<file path="config.mk">
export PLATFORM = sky130hd
export DESIGN_NAME = shift_share_ctrl_flat
export DESIGN_NICKNAME = d
export VERILOG_FILES = /design/src/rtl/shift_share_ctrl_pkg.sv /design/src/rtl/shift_share_ctrl_if.sv /design/src/rtl/shift_share_ctrl_shift32.sv /design/src/rtl/shift_share_ctrl.sv /design/src/flat_wrapper.sv
export SDC_FILE = /design/constraint.sdc
export NUM_CORES = 1
export LEC_CHECK = 0
export CORE_MARGIN = 3
export CORE_UTILIZATION = 25
export CTS_CLUSTER_SIZE = 30
export DETAILED_ROUTE_END_ITERATION = 6
export PLACE_DENSITY = 0.47
export SLEW_MARGIN = 20
export SYNTH_ARGS = -nofsm -noshare
export SYNTH_HDL_FRONTEND = slang
export SYNTH_SLANG_ARGS = --single-unit
</file>
<file path="constraint.sdc">
create_clock -name clk -period 8.9 [get_ports clk]
set_input_delay 1.78 -clock clk [delete_from_list [all_inputs] [get_ports clk]]
set_output_delay 1.78 -clock clk [all_outputs]
set_load 0.01 [all_outputs]
</file>
<file path="src/rtl/shift_share_ctrl_pkg.sv">
// Shared opcode/state encodings and helpers for the shared-shifter controller.
package shift_share_ctrl_pkg;

    localparam int DATA_W = 32;

    typedef enum logic [1:0] {
        SH_OP_SRL = 2'b00,
        SH_OP_SLL = 2'b01,
        SH_OP_ROR = 2'b10,
        SH_OP_ROL = 2'b11
    } sh_op_e;

    typedef enum logic [1:0] {
        SH_IDLE  = 2'b00,
        SH_PASS1 = 2'b01,
        SH_PASS2 = 2'b10,
        SH_FIN   = 2'b11
    } sh_state_e;

    // Opcode bit 1 marks the rotates, bit 0 marks the left-going variants.
    function automatic logic is_rotate(input sh_op_e op);
        return op[1];
    endfunction

    function automatic logic goes_left(input sh_op_e op);
        return op[0];
    endfunction

endpackage

</file>
<file path="src/rtl/shift_share_ctrl_if.sv">
// Requester-side bus of the shared shifter: packed per-requester operands and results.
interface shift_share_ctrl_if
    import shift_share_ctrl_pkg::*;
#(
    parameter int N   = 2,
    parameter int IDW = 1
);
    logic [N-1:0]        req;
    logic [2*N-1:0]      op;
    logic [DATA_W*N-1:0] d;
    logic [DATA_W*N-1:0] s;
    logic [N-1:0]        gnt;
    logic                busy;
    logic                done;
    logic [DATA_W-1:0]   result;
    logic [IDW-1:0]      rid;

    modport master (
        output req, op, d, s,
        input  gnt, busy, done, result, rid
    );

    modport slave (
        input  req, op, d, s,
        output gnt, busy, done, result, rid
    );
endinterface

</file>
<file path="src/rtl/shift_share_ctrl_shift32.sv">
// SHIFT32: combinational logical shifter; amounts of 32 or more flush to zero.
module shift_share_ctrl_shift32
    import shift_share_ctrl_pkg::*;
(
    input  logic [DATA_W-1:0] d,
    input  logic [DATA_W-1:0] amount,
    input  logic              lnr,
    output logic [DATA_W-1:0] y
);
    always_comb begin
        y = '0;
        if (amount < 32'd32) begin
            y = lnr ? (d << amount[4:0]) : (d >> amount[4:0]);
        end
    end
endmodule

</file>
<file path="src/rtl/shift_share_ctrl.sv">
// Round-robin sharing of one SHIFT32 among N requesters; rotates run as two
// shifter passes whose outputs are OR-ed together.
module shift_share_ctrl
    import shift_share_ctrl_pkg::*;
#(
    parameter int N   = 2,
    parameter int IDW = 1
)(
    input  logic             clk,
    input  logic             rst,
    shift_share_ctrl_if.slave bus
);
    logic [1:0]        op_arr [N];
    logic [DATA_W-1:0] d_arr  [N];
    logic [DATA_W-1:0] s_arr  [N];

    generate
        for (genvar gi = 0; gi < N; gi++) begin : g_slice
            assign op_arr[gi] = bus.op[2*gi +: 2];
            assign d_arr[gi]  = bus.d[DATA_W*gi +: DATA_W];
            assign s_arr[gi]  = bus.s[DATA_W*gi +: DATA_W];
        end
    endgenerate

    sh_state_e         state_reg, state_next;
    sh_op_e            op_reg;
    logic [DATA_W-1:0] d_reg, s_reg;
    logic [IDW-1:0]    id_reg;
    logic [IDW-1:0]    rr_ptr_reg, rr_ptr_next;
    logic [DATA_W-1:0] partial_reg, partial_next;
    logic [N-1:0]      gnt_reg, gnt_next;
    logic              done_reg;
    logic [DATA_W-1:0] result_reg;
    logic [IDW-1:0]    rid_reg;

    logic              win_found;
    logic [IDW-1:0]    win_idx;
    logic [IDW-1:0]    cand_idx;
    logic              capture, finish;
    logic [DATA_W-1:0] sh_amt, sh_out;
    logic              sh_lnr;
    logic [4:0]        rot_amt;

    assign rot_amt = s_reg[4:0];

    // Search upward from rr_ptr, wrapping modulo N; first asserted REQ wins.
    always_comb begin
        win_found = 1'b0;
        win_idx   = '0;
        cand_idx  = '0;
        for (int k = 0; k < N; k++) begin
            cand_idx = IDW'((int'(rr_ptr_reg) + k) % N);
            if (!win_found && bus.req[cand_idx]) begin
                win_found = 1'b1;
                win_idx   = cand_idx;
            end
        end
        rr_ptr_next = (int'(win_idx) == N - 1) ? '0 : win_idx + 1'b1;
    end

    shift_share_ctrl_shift32 u_shift32 (
        .d      (d_reg),
        .amount (sh_amt),
        .lnr    (sh_lnr),
        .y      (sh_out)
    );

    always_comb begin
        state_next   = state_reg;
        capture      = 1'b0;
        finish       = 1'b0;
        gnt_next     = '0;
        sh_amt       = s_reg;
        sh_lnr       = 1'b0;
        partial_next = partial_reg;
        case (state_reg)
            SH_IDLE: begin
                if (win_found) begin
                    capture           = 1'b1;
                    gnt_next[win_idx] = 1'b1;
                    state_next        = SH_PASS1;
                end
            end
            SH_PASS1: begin
                sh_lnr       = goes_left(op_reg);
                sh_amt       = is_rotate(op_reg) ? {27'b0, rot_amt} : s_reg;
                partial_next = sh_out;
                if (!is_rotate(op_reg) || rot_amt == 5'd0) begin
                    state_next = SH_FIN;
                    finish     = 1'b1;
                end else begin
                    state_next = SH_PASS2;
                end
            end
            SH_PASS2: begin
                // Bring back the bits that fell off the far end in the first pass.
                sh_lnr       = ~goes_left(op_reg);
                sh_amt       = DATA_W'(6'd32 - {1'b0, rot_amt});
                partial_next = partial_reg | sh_out;
                state_next   = SH_FIN;
                finish       = 1'b1;
            end
            SH_FIN: begin
                state_next = SH_IDLE;
            end
            default: begin
                state_next = SH_IDLE;
            end
        endcase
    end

    always_ff @(posedge clk) begin
        if (rst) begin
            state_reg   <= SH_IDLE;
            op_reg      <= SH_OP_SRL;
            d_reg       <= '0;
            s_reg       <= '0;
            id_reg      <= '0;
            rr_ptr_reg  <= '0;
            partial_reg <= '0;
            gnt_reg     <= '0;
            done_reg    <= 1'b0;
            result_reg  <= '0;
            rid_reg     <= '0;
        end else begin
            state_reg   <= state_next;
            partial_reg <= partial_next;
            gnt_reg     <= gnt_next;
            done_reg    <= finish;
            if (capture) begin
                op_reg     <= sh_op_e'(op_arr[win_idx]);
                d_reg      <= d_arr[win_idx];
                s_reg      <= s_arr[win_idx];
                id_reg     <= win_idx;
                rr_ptr_reg <= rr_ptr_next;
            end
            // Result lands on the edge entering FIN, so DONE and RESULT align.
            if (finish) begin
                result_reg <= partial_next;
                rid_reg    <= id_reg;
            end
        end
    end

    assign bus.gnt    = gnt_reg;
    assign bus.busy   = (state_reg != SH_IDLE);
    assign bus.done   = done_reg;
    assign bus.result = result_reg;
    assign bus.rid    = rid_reg;

endmodule

</file>
<file path="src/flat_wrapper.sv">
// flat-port wrapper written by rule: the top's interface ports become plain ports
module shift_share_ctrl_flat import shift_share_ctrl_pkg::*;
#(
    parameter int N   = 2,
    parameter int IDW = 1
)
  (clk, rst, bus_req, bus_op, bus_d, bus_s, bus_gnt, bus_busy, bus_done, bus_result, bus_rid);
  shift_share_ctrl_if #(.N(N), .IDW(IDW)) bus_i ();
  input  logic clk;
  input  logic rst;
  input wire logic [$bits(bus_i.req)-1:0] bus_req;
  input wire logic [$bits(bus_i.op)-1:0] bus_op;
  input wire logic [$bits(bus_i.d)-1:0] bus_d;
  input wire logic [$bits(bus_i.s)-1:0] bus_s;
  output wire logic [$bits(bus_i.gnt)-1:0] bus_gnt;
  output wire logic [$bits(bus_i.busy)-1:0] bus_busy;
  output wire logic [$bits(bus_i.done)-1:0] bus_done;
  output wire logic [$bits(bus_i.result)-1:0] bus_result;
  output wire logic [$bits(bus_i.rid)-1:0] bus_rid;
  assign bus_i.req = bus_req;
  assign bus_i.op = bus_op;
  assign bus_i.d = bus_d;
  assign bus_i.s = bus_s;
  assign bus_gnt = bus_i.gnt;
  assign bus_busy = bus_i.busy;
  assign bus_done = bus_i.done;
  assign bus_result = bus_i.result;
  assign bus_rid = bus_i.rid;
  shift_share_ctrl #(.N(N), .IDW(IDW)) u_core (.clk(clk), .rst(rst), .bus(bus_i));
endmodule
</file>
==> flow_metrics.tcl, run 1 <==
set metrics [dict create \
    met1Wirelength_mm 14.4 \
    period_minus_slack_ps 3920 \
    detail_route.wl_per_cell_um 22.8 \
    yosys.area.top_type_share_pct 31.7 \
    finalSetupViolCount 0 \
    gr-total-overflow 0 \
    global_route.usage.total_pct 18.7 \
    synthesis.area_sq_mm 0.00871 \
    cts_tree "done" \
    clock_tree.buffer_depth 2 \
    violations "DRC" \
    hpwl_mm 24.9 \
    synth_largest_area_cell "sky130_fd_sc_hd__dfxtp_1" \
    synth_common_cells "sky130_fd_sc_hd__nor2_1 (144), sky130_fd_sc_hd__dfxtp_1 (138), sky130_fd_sc_hd__nand2_1 (81)" \
    clk_transition_reported_paths_ps 60 \
    cellLeakagePower_nw 3.92 \
    area_overhead_of_the_layout_relative_to_synthesis_pct 30.1 \
    global_route_wire_length_before_repair_mm 53.2 \
    pin_count 173 \
    hold_path_class "reg2reg" \
    core_area_sq_mm 0.0340 \
    die_width_um 193 \
    postCtsSetupRepairBufs 0 \
    report.power.total_mw 3.54 \
    slack_of_the_critical_path_ps 4980 \
    max_freq_mhz 255 \
    async_reset_ff_share_pct 0 \
    rrSetupSlack_ps 4980 \
    drc 5 \
    holdBufCountCts 0 \
    hold_viol_final 0 \
    diodes 0 \
    synth_enable_flop_cells 0 \
    num-nets-final 1218 \
    ordered_list_of_cells_on_the_worst_path "clkinv_1 -> buf_4 -> ha_1 -> nor3b_1 -> ha_1 -> a22o_1 -> buf_4 -> nor2_1 -> nand2_1 -> o31ai_1 -> a311oi_1 -> o21ai_0" \
    fp-row-count 67 \
    status "complete, but fails checks" \
    finalHoldWorstSlack_ps 439 \
    antenna_violations_before_repair 0 \
    port_buffers 172 \
    worst-setup-path-type "reg2reg" \
    cell_types_occupying_the_most_area_after_synthesis "sky130_fd_sc_hd__dfxtp_1 (32%), sky130_fd_sc_hd__mux4_2 (15%), sky130_fd_sc_hd__a222oi_1 (7.6%)" \
    worst_clock_skew_ps 18.4 \
    slew_margin_rel_pct 30.9 \
    final-max-slew-violation-count 0 \
    cp-start-kind "register" \
    fin_util_pct 33.4 \
    floorplan.initialDensity_pct 25.6 \
    crit_path_max_fanout 32 \
    detailroute.via_count 8950 \
    synth_nets 1107 \
    max_cap_violations 0 \
    crit_path_max_incr_delay_ps 750 \
    synth_sequential_area_ratio_pct 31.7 \
    place.gp.congestion 0.946 \
    die_area_sq_mm 0.0371 \
    drt_wl_total_mm 35.0 \
    ys.flop_type "sky130_fd_sc_hd__dfxtp_1" \
    synth-seq-cells 138 \
    worst_ep_required_time_ps 9250 \
    setup_total_negative_slack_ps 0 \
    grt_max_degree 76 \
    worst-path-buf-inv 3 \
    grt_pass1_vias 8609 \
    critical_path.top_delay_family "simple AND/OR/NAND/NOR gates" \
    ys_types 61 \
    cts-buffers-inserted 17 \
    yosysMostFrequentCell "sky130_fd_sc_hd__nor2_1" \
    dp_slack_ps 4960 \
    max-vdd-ir-drop_uv 144 \
    syn-mean-instance-area_sq_um 9.02 \
    drt_iter0_markers 960 \
    cts_htree_levels 4 \
    drt.antenna.violating_nets 0 \
    critical_path_sink_type "register" \
    root_buffer_cell "sky130_fd_sc_hd__clkbuf_16" \
    top_signal_layer_used "met4" \
    worstMarginPinSlew_ps 1030 \
    vias_per_cell 5.82 \
    post_cts_resize_count 0 \
    grt_setup_unrepaired "false" \
    cpMaxStageDelayCell "sky130_fd_sc_hd__nor2_1" \
    met3_wirelength_mm 2.88 \
    drive_gt1_share_pct 12.3 \
    synth-warning-count 0 \
    cp_data_arrival_time_ps 4270 \
    filler_cell_count 3560 \
    die-height_um 193 \
    clk-insertion-delay-late_ps 430 \
    timing.final.crit_share_pct 44.0 \
    pwr_density_cell_mw_per_mm2 312 \
    dr.pass1.iters 7 \
    clock_sinks 138 \
    synthCells 965 \
    detailroute.wirelength.met2_mm 16.6 \
]
[routing by layer]
metal | up-vias | track usage (%)
met4 | 0 | 6.86
met2 | 407 | 30.3
met1 | 4432 | 24.1
met5 | - | 0
met3 | 63 | 4.83
li1 | 4048 | -
[worst min-delay path, cell delays in order (launching register included)]
cell and delay [ps]:
sky130_fd_sc_hd__dfxtp_1 310, sky130_fd_sc_hd__nand2_1 50, sky130_fd_sc_hd__nand2_1 40
[logic make-up (layout without fill, tap and decap cells)]
kind of cell	Yosys count	in the layout	synth area share, %
AOI/OAI and AO/OA	319	319	27.5
adders and majority gates	6	6	0.862
buffers and inverters	107	231	5.68
DFF	138	138	31.7
muxes	96	96	19.5
and+or+nand+nor	299	299	14.8
[placed cells by master (no fill, tap or decap), drive strengths merged, types with 4 or more instances in the layout]
cell	count
clkdlybuf4s50	171
nor2	146
dfxtp	138
nand2	81
a222oi	66
mux4	58
o21ai	54
a21oi	45
mux2i	29
a22oi	28
o22ai	27
clkbuf	21
buf	20
nor3	17
a211oi	16
nand3	14
a221oi	14
mux2	9
a22o	9
nor4	9
and2	8
o31ai	8
clkinv	8
inv	7
a21o	7
o221ai	6
ha	6
or3	5
a31oi	5
o2bb2ai	5
a2bb2oi	5
nand2b	4
nor2b	4
[cell type report]
class | count | area, sq um | share of cell area [%]
tap | 448 | 561 | 4.95
timing repair buffer | 191 | 1860 | 16.4
inverter | 8 | 30.0 | 0.265
sequential | 138 | 2760 | 24.4
clock buffer | 21 | 470 | 4.15
clock inverter | 11 | 144 | 1.27
multi-input combinational | 720 | 5500 | 48.5
[per-stage QoR]
step                      cell area (sq um)  std cells
after CTS                             11300       1537
after global routing                  11300       1537
after floorplan                        8710        965
after global placement                10700       1505
after detailed placement              10700       1505
final                                 11300       1537
[path summary, 6_finish.rpt]
kind,startpoint,end,depth (start not counted)
max,u_core.s_reg[0],u_core.partial_reg[10],12
min,u_core.partial_reg[0],u_core.partial_reg[0],2
max reg2reg,u_core.s_reg[0],u_core.partial_reg[10],12
min reg2reg,u_core.partial_reg[0],u_core.partial_reg[0],2
[where the power goes]
group | switching, mW | internal, mW | leakage [nW]
clock network | 0.286 | 0.462 | 0.303
logic | 1.18 | 0.731 | 2.50
registers | 0.142 | 0.739 | 1.13
(Power assumes the default switching activity.)
==> run 2, diff against run 1 <==
--- a/config.mk
+++ b/config.mk
@@ -9,7 +9,7 @@
 export CORE_UTILIZATION = 25
 export CTS_CLUSTER_SIZE = 30
 export DETAILED_ROUTE_END_ITERATION = 6
-export PLACE_DENSITY = 0.47
+export PLACE_DENSITY = 0.48
 export SLEW_MARGIN = 20
 export SYNTH_ARGS = -nofsm -noshare
 export SYNTH_HDL_FRONTEND = slang
==> constraint.sdc (replaced) <==
create_clock -name clk -period 3.15 [get_ports clk]
set_input_delay 0.63 -clock clk [delete_from_list [all_inputs] [get_ports clk]]
set_output_delay 0.63 -clock clk [all_outputs]
set_load 0.01 [all_outputs]
==> flow_metrics.tcl, run 2 (synthesis results as in run 1) <==
set metrics [dict create \
    drc 10 \
    max-vdd-ir-drop_uv 480 \
    global_route_wire_length_before_repair_mm 57.0 \
    diodes 0 \
    detailroute.via_count 9293 \
    critical_path_sink_type "register" \
    drive_gt1_share_pct 19.6 \
    crit_path_max_incr_delay_ps 360 \
    root_buffer_cell "sky130_fd_sc_hd__clkbuf_16" \
    floorplan.initialDensity_pct 25.6 \
    dr.pass1.iters 7 \
    cts-buffers-inserted 17 \
    fp-row-count 67 \
    max_cap_violations 0 \
    timing.final.crit_share_pct 95.9 \
    die_width_um 193 \
    drt.antenna.violating_nets 0 \
    worstMarginPinSlew_ps 587 \
    detail_route.wl_per_cell_um 23.8 \
    violations "DRC" \
    hold_viol_final 0 \
    pwr_density_cell_mw_per_mm2 909 \
    cellLeakagePower_nw 4.38 \
    worst_ep_required_time_ps 3440 \
    cp_data_arrival_time_ps 3310 \
    gr-total-overflow 0 \
    cts_tree "done" \
    drt_iter0_markers 880 \
    die_area_sq_mm 0.0371 \
    report.power.total_mw 11.1 \
    clk-insertion-delay-late_ps 440 \
    num-nets-final 1297 \
    antenna_violations_before_repair 0 \
    final_cell_mix "sky130_fd_sc_hd__clkdlybuf4s50_1 (171), sky130_fd_sc_hd__nor2_1 (143), sky130_fd_sc_hd__dfxtp_1 (137), sky130_fd_sc_hd__buf_4 (85), sky130_fd_sc_hd__nand2_1 (81)" \
    hold_path_class "reg2reg" \
    port_buffers 172 \
    ordered_list_of_cells_on_the_worst_path "inv_1 -> ha_4 -> and2_1 -> buf_4 -> a22oi_4 -> buf_4 -> buf_12 -> mux4_2 -> mux2i_2 -> o22a_1 -> nor2_1 -> o31ai_2 -> a21oi_1" \
    core_area_sq_mm 0.0340 \
    critical_path.most_common_cell "sky130_fd_sc_hd__buf_4" \
    clk_transition_reported_paths_ps 60 \
    vias_per_cell 5.75 \
    slew_margin_rel_pct 60.9 \
    cp-start-kind "register" \
    grt_max_degree 79 \
    setup_total_negative_slack_ps 0 \
    holdBufCountCts 0 \
    filler_cell_count 3471 \
    final-max-slew-violation-count 0 \
    finalSetupViolCount 0 \
    pin_count 173 \
    drt_wl_total_mm 38.4 \
    status "complete, but fails checks" \
    cpMaxStageDelayCell "sky130_fd_sc_hd__mux4_2" \
    max_freq_mhz 331 \
    die-height_um 193 \
    clock_tree.buffer_depth 2 \
    grt_pass1_vias 9043 \
    place.gp.congestion 0.963 \
    hpwl_mm 28.6 \
    crit_path_max_fanout 16 \
    clock_sinks 138 \
    cts_htree_levels 4 \
    global_route.usage.total_pct 20.4 \
    period_minus_slack_ps 3020 \
    worst_clock_skew_ps 21.8 \
    worst-setup-path-type "reg2reg" \
    area_overhead_of_the_layout_relative_to_synthesis_pct 39.9 \
    layout.cells.most_common "sky130_fd_sc_hd__clkdlybuf4s50_1" \
]
[run 2: cell types whose count changed in the layout (fill, tap and decap cells not counted), moves of 2 or more]
cell,delta
sky130_fd_sc_hd__o21ai_1,+4
sky130_fd_sc_hd__a211oi_2,+2
sky130_fd_sc_hd__buf_4,+65
sky130_fd_sc_hd__o21ai_0,-5
sky130_fd_sc_hd__mux2i_1,-3
sky130_fd_sc_hd__a211oi_1,-2
sky130_fd_sc_hd__a21oi_1,-2
sky130_fd_sc_hd__buf_12,+13
sky130_fd_sc_hd__mux2i_2,+2
[run 2: metal layers]
metal | routed length [um] | vias to the layer above | track usage [%] | share of wire, %
met1 | 16000 | 4595 | 26.4 | 42
met5 | 0 | - | 0 | 0
met2 | 18300 | 428 | 33.2 | 48
met4 | 1220 | 0 | 7.79 | 3.2
met3 | 2890 | 67 | 4.60 | 7.5
li1 | - | 4203 | - | -
[run 2: path summary, 6_finish.rpt]
path / cells after the start / slack, ps / from / to
worst min register to register: 2 / 440 / u_core.partial_reg[0] / u_core.partial_reg[0]
worst max-delay path: 13 / 130 / u_core.state_reg[0] / u_core.bus.result[23]
worst max register to register: 13 / 130 / u_core.state_reg[0] / u_core.bus.result[23]
worst min-delay path: 2 / 440 / u_core.partial_reg[0] / u_core.partial_reg[0]
[run 2: worst max-delay path, delay by kind of cell, from the launching register on]
family	cells	cell delay, ps
simple gates	2	250
buf+inv	4	590
mux	2	600
compound gates	4	830
flops	1	340
fa+ha+maj	1	270
[run 2: what timing repair did]
item	in CTS	in global routing
resized for setup	3	23
setup buffers	2	0
setup endpoints to repair	6	55
pin swaps	1	1
[run 2: power breakdown]
part           switching (mW)  internal (mW)  total [mW]
clock network           0.819           1.28        2.10
registers               0.423           2.09        2.51
logic                    3.70           2.76        6.46
total                    4.94           6.13        11.1
[run 2: metrics by stage]
stage	hold slack [ps]	cell area, sq um	worst slack [ps]	cells	utilization [%]
global placement	428	11500	-94.7	1582	33.7
finish	443	12200	130	1616	35.9
global route	477	12200	-0.248	1616	35.9
floorplan	416	8710	145	965	-
CTS	446	12100	20.7	1616	35.6
detailed placement	438	11500	-59.2	1582	33.7
[run 2: final cells by class]
type / count / area, sq um / area share (%)
multi-input combinational: 720 / 5600 / 46.0
sequential: 138 / 2760 / 22.7
timing repair buffer: 270 / 2620 / 21.5
tap: 448 / 561 / 4.60
clock buffer: 20 / 457 / 3.75
clock inverter: 12 / 148 / 1.21
inverter: 8 / 30.0 / 0.247
==> run 3, diff against run 2 <==
--- a/config.mk
+++ b/config.mk
@@ -6,10 +6,10 @@
 export NUM_CORES = 1
 export LEC_CHECK = 0
 export CORE_MARGIN = 3
-export CORE_UTILIZATION = 25
+export CORE_UTILIZATION = 30
 export CTS_CLUSTER_SIZE = 30
 export DETAILED_ROUTE_END_ITERATION = 6
-export PLACE_DENSITY = 0.48
+export PLACE_DENSITY = 0.55
 export SLEW_MARGIN = 20
 export SYNTH_ARGS = -nofsm -noshare
 export SYNTH_HDL_FRONTEND = slang
==> flow_metrics.tcl, run 3 (synthesis results as in run 1) <==
set metrics [dict create \
    status "complete, but fails checks" \
    violations "DRC" \
    area_overhead_of_the_layout_relative_to_synthesis_pct 37.6 \
    cp_data_arrival_time_ps 3420 \
    detailroute.via_count 9182 \
    max-vdd-ir-drop_uv 443 \
    filler_cell_count 2815 \
    worst-setup-path-type "reg2reg" \
    cts_tree "done" \
    final_cell_mix "sky130_fd_sc_hd__clkdlybuf4s50_1 (171), sky130_fd_sc_hd__nor2_1 (143), sky130_fd_sc_hd__dfxtp_1 (137), sky130_fd_sc_hd__nand2_1 (81), sky130_fd_sc_hd__buf_4 (80)" \
    fp-row-count 61 \
    drt.antenna.violating_nets 0 \
    max_cap_violations 0 \
    drc 9 \
    share_of_total_power_in_sequential_cells_pct 23.0 \
    report.power.total_mw 10.8 \
    worst_ep_required_time_ps 3520 \
    slew_margin_rel_pct 50.8 \
    grt_max_degree 80 \
    grt_pass1_vias 8754 \
    worstMarginPinSlew_ps 735 \
    area_of_the_multi_input_gates_sq_mm 0.00559 \
    crit_path_max_fanout 11 \
    clk-insertion-delay-late_ps 440 \
    hpwl_mm 26.7 \
    place.gp.congestion 0.953 \
    holdBufCountCts 0 \
    final-max-slew-violation-count 0 \
    die_width_um 176 \
    dr.pass1.iters 7 \
    floorplan.initialDensity_pct 30.9 \
    port_buffers 172 \
    vias_per_cell 5.97 \
    hold_depth 2 \
    hold_path_class "reg2reg" \
    power_frac_comb_pct 58.0 \
    fin_util_pct 42.5 \
    clock_tree.buffer_depth 2 \
    instances_no_fill 1538 \
    cp-start-kind "register" \
    root_buffer_cell "sky130_fd_sc_hd__clkbuf_16" \
    finalSetupViolCount 0 \
    critical_path_sink_type "register" \
    pwr-share-clk_pct 19.0 \
    layout.area.seq_sq_mm 0.00276 \
    timing.final.crit_share_pct 96.7 \
    die_area_sq_mm 0.0311 \
    drt_wl_total_mm 36.1 \
    dp_slack_ps -38.9 \
    slack_of_the_critical_path_ps 104 \
    detail_route.wl_per_cell_um 23.5 \
    power.switching_fraction_pct 44.9 \
    setup_total_negative_slack_ps 0 \
    cts_htree_levels 4 \
    antenna_violations_before_repair 0 \
    cellLeakagePower_nw 4.32 \
    global_route_wire_length_before_repair_mm 54.7 \
    drive_gt1_share_pct 18.9 \
    post-place-cells 1503 \
    core_area_sq_mm 0.0282 \
    grt_setup_unrepaired "false" \
    power_switching_mw 4.85 \
    diodes 0 \
    worst_r2r_path_depth 12 \
    pwr_density_cell_mw_per_mm2 902 \
    p_int_mw 5.96 \
    worst_clock_skew_ps 12.4 \
    clock_sinks 138 \
    clk_transition_reported_paths_ps 70 \
    cts-buffers-inserted 17 \
    die-height_um 176 \
    hold_viol_final 0 \
    gr-total-overflow 0 \
    layout.cells.most_common "sky130_fd_sc_hd__clkdlybuf4s50_1" \
    max_freq_mhz 328 \
    pin_count 173 \
    period_minus_slack_ps 3050 \
    global_route.usage.total_pct 22.6 \
    num-nets-final 1289 \
    drt_iter0_markers 1168 \
]
-- run 3: cell count changes in the layout (fill, tap and decap cells not counted), moves of 2 or more --
cell	previous run	this run
sky130_fd_sc_hd__mux2i_1	26	28
sky130_fd_sc_hd__a21oi_1	40	42
sky130_fd_sc_hd__clkbuf_8	2	0
sky130_fd_sc_hd__clkinv_2	5	0
sky130_fd_sc_hd__buf_4	85	80
sky130_fd_sc_hd__o21ai_1	8	5
sky130_fd_sc_hd__buf_12	13	10
sky130_fd_sc_hd__o21ai_0	44	47
sky130_fd_sc_hd__clkinv_4	2	4
sky130_fd_sc_hd__inv_6	0	5
-- run 3: final timing paths --
kind,start,end,slack [ps]
worst max-delay path,u_core.s_reg[0],u_core.bus.result[0],100
worst max register to register,u_core.s_reg[0],u_core.bus.result[0],100
worst min-delay path,u_core.partial_reg[0],u_core.partial_reg[0],440
worst min register to register,u_core.partial_reg[0],u_core.partial_reg[0],440
-- run 3: cell type report --
cell class | count | area share [%]
repair buffers | 262 | 21.2
clock buffers | 18 | 3.58
multi-input cells | 720 | 46.6
inverters | 8 | 0.251
clock inverters | 14 | 1.35
well taps | 378 | 3.95
flip-flops and latches | 138 | 23.1
-- run 3: repair_timing --
item | in CTS | in global routing
setup endpoints to repair | 1 | 56
setup buffers | 0 | 2
cloned | 0 | 1
pin swaps | 0 | 2
gates resized for setup | 1 | 20
-- run 3: worst max-delay path, stage by stage, from the launching register on --
cell,delay [ps]
sky130_fd_sc_hd__dfxtp_2,350
sky130_fd_sc_hd__inv_1,80
sky130_fd_sc_hd__ha_1,220
sky130_fd_sc_hd__nor3b_1,240
sky130_fd_sc_hd__ha_1,290
sky130_fd_sc_hd__a22o_1,250
sky130_fd_sc_hd__buf_4,210
sky130_fd_sc_hd__nor2_1,330
sky130_fd_sc_hd__nand2_1,180
sky130_fd_sc_hd__or3_1,420
sky130_fd_sc_hd__o221ai_1,130
sky130_fd_sc_hd__o21ai_1,140
sky130_fd_sc_hd__a21oi_1,140
-- run 3: per-stage QoR --
step | hold slack (ps) | area (sq um)
after floorplan | 416 | 8710
after global placement | 425 | 11300
after detailed placement | 430 | 11300
after CTS | 440 | 11900
after global routing | 465 | 12000
final | 442 | 12000
-- run 3: power groups by stage --
stage / Combinational (mW) / Clock, mW / Sequential [mW]
2_1_floorplan: 3.69 / 0 / 2.37
3_3_place_gp: 6.05 / 0 / 2.50
3_5_place_dp: 6.01 / 0 / 2.51
4_1_cts: 6.05 / 2.10 / 2.47
5_1_grt: 6.70 / 2.16 / 2.53
6_report: 6.27 / 2.05 / 2.49
-- run 3: routing by layer --
layer	global-route usage, %	share of wire (%)	routed length [um]
met3	4.17	7.3	2630
met2	34.5	45	16300
met5	0	0	0
met4	6.78	2.4	875
met1	32.5	45	16300
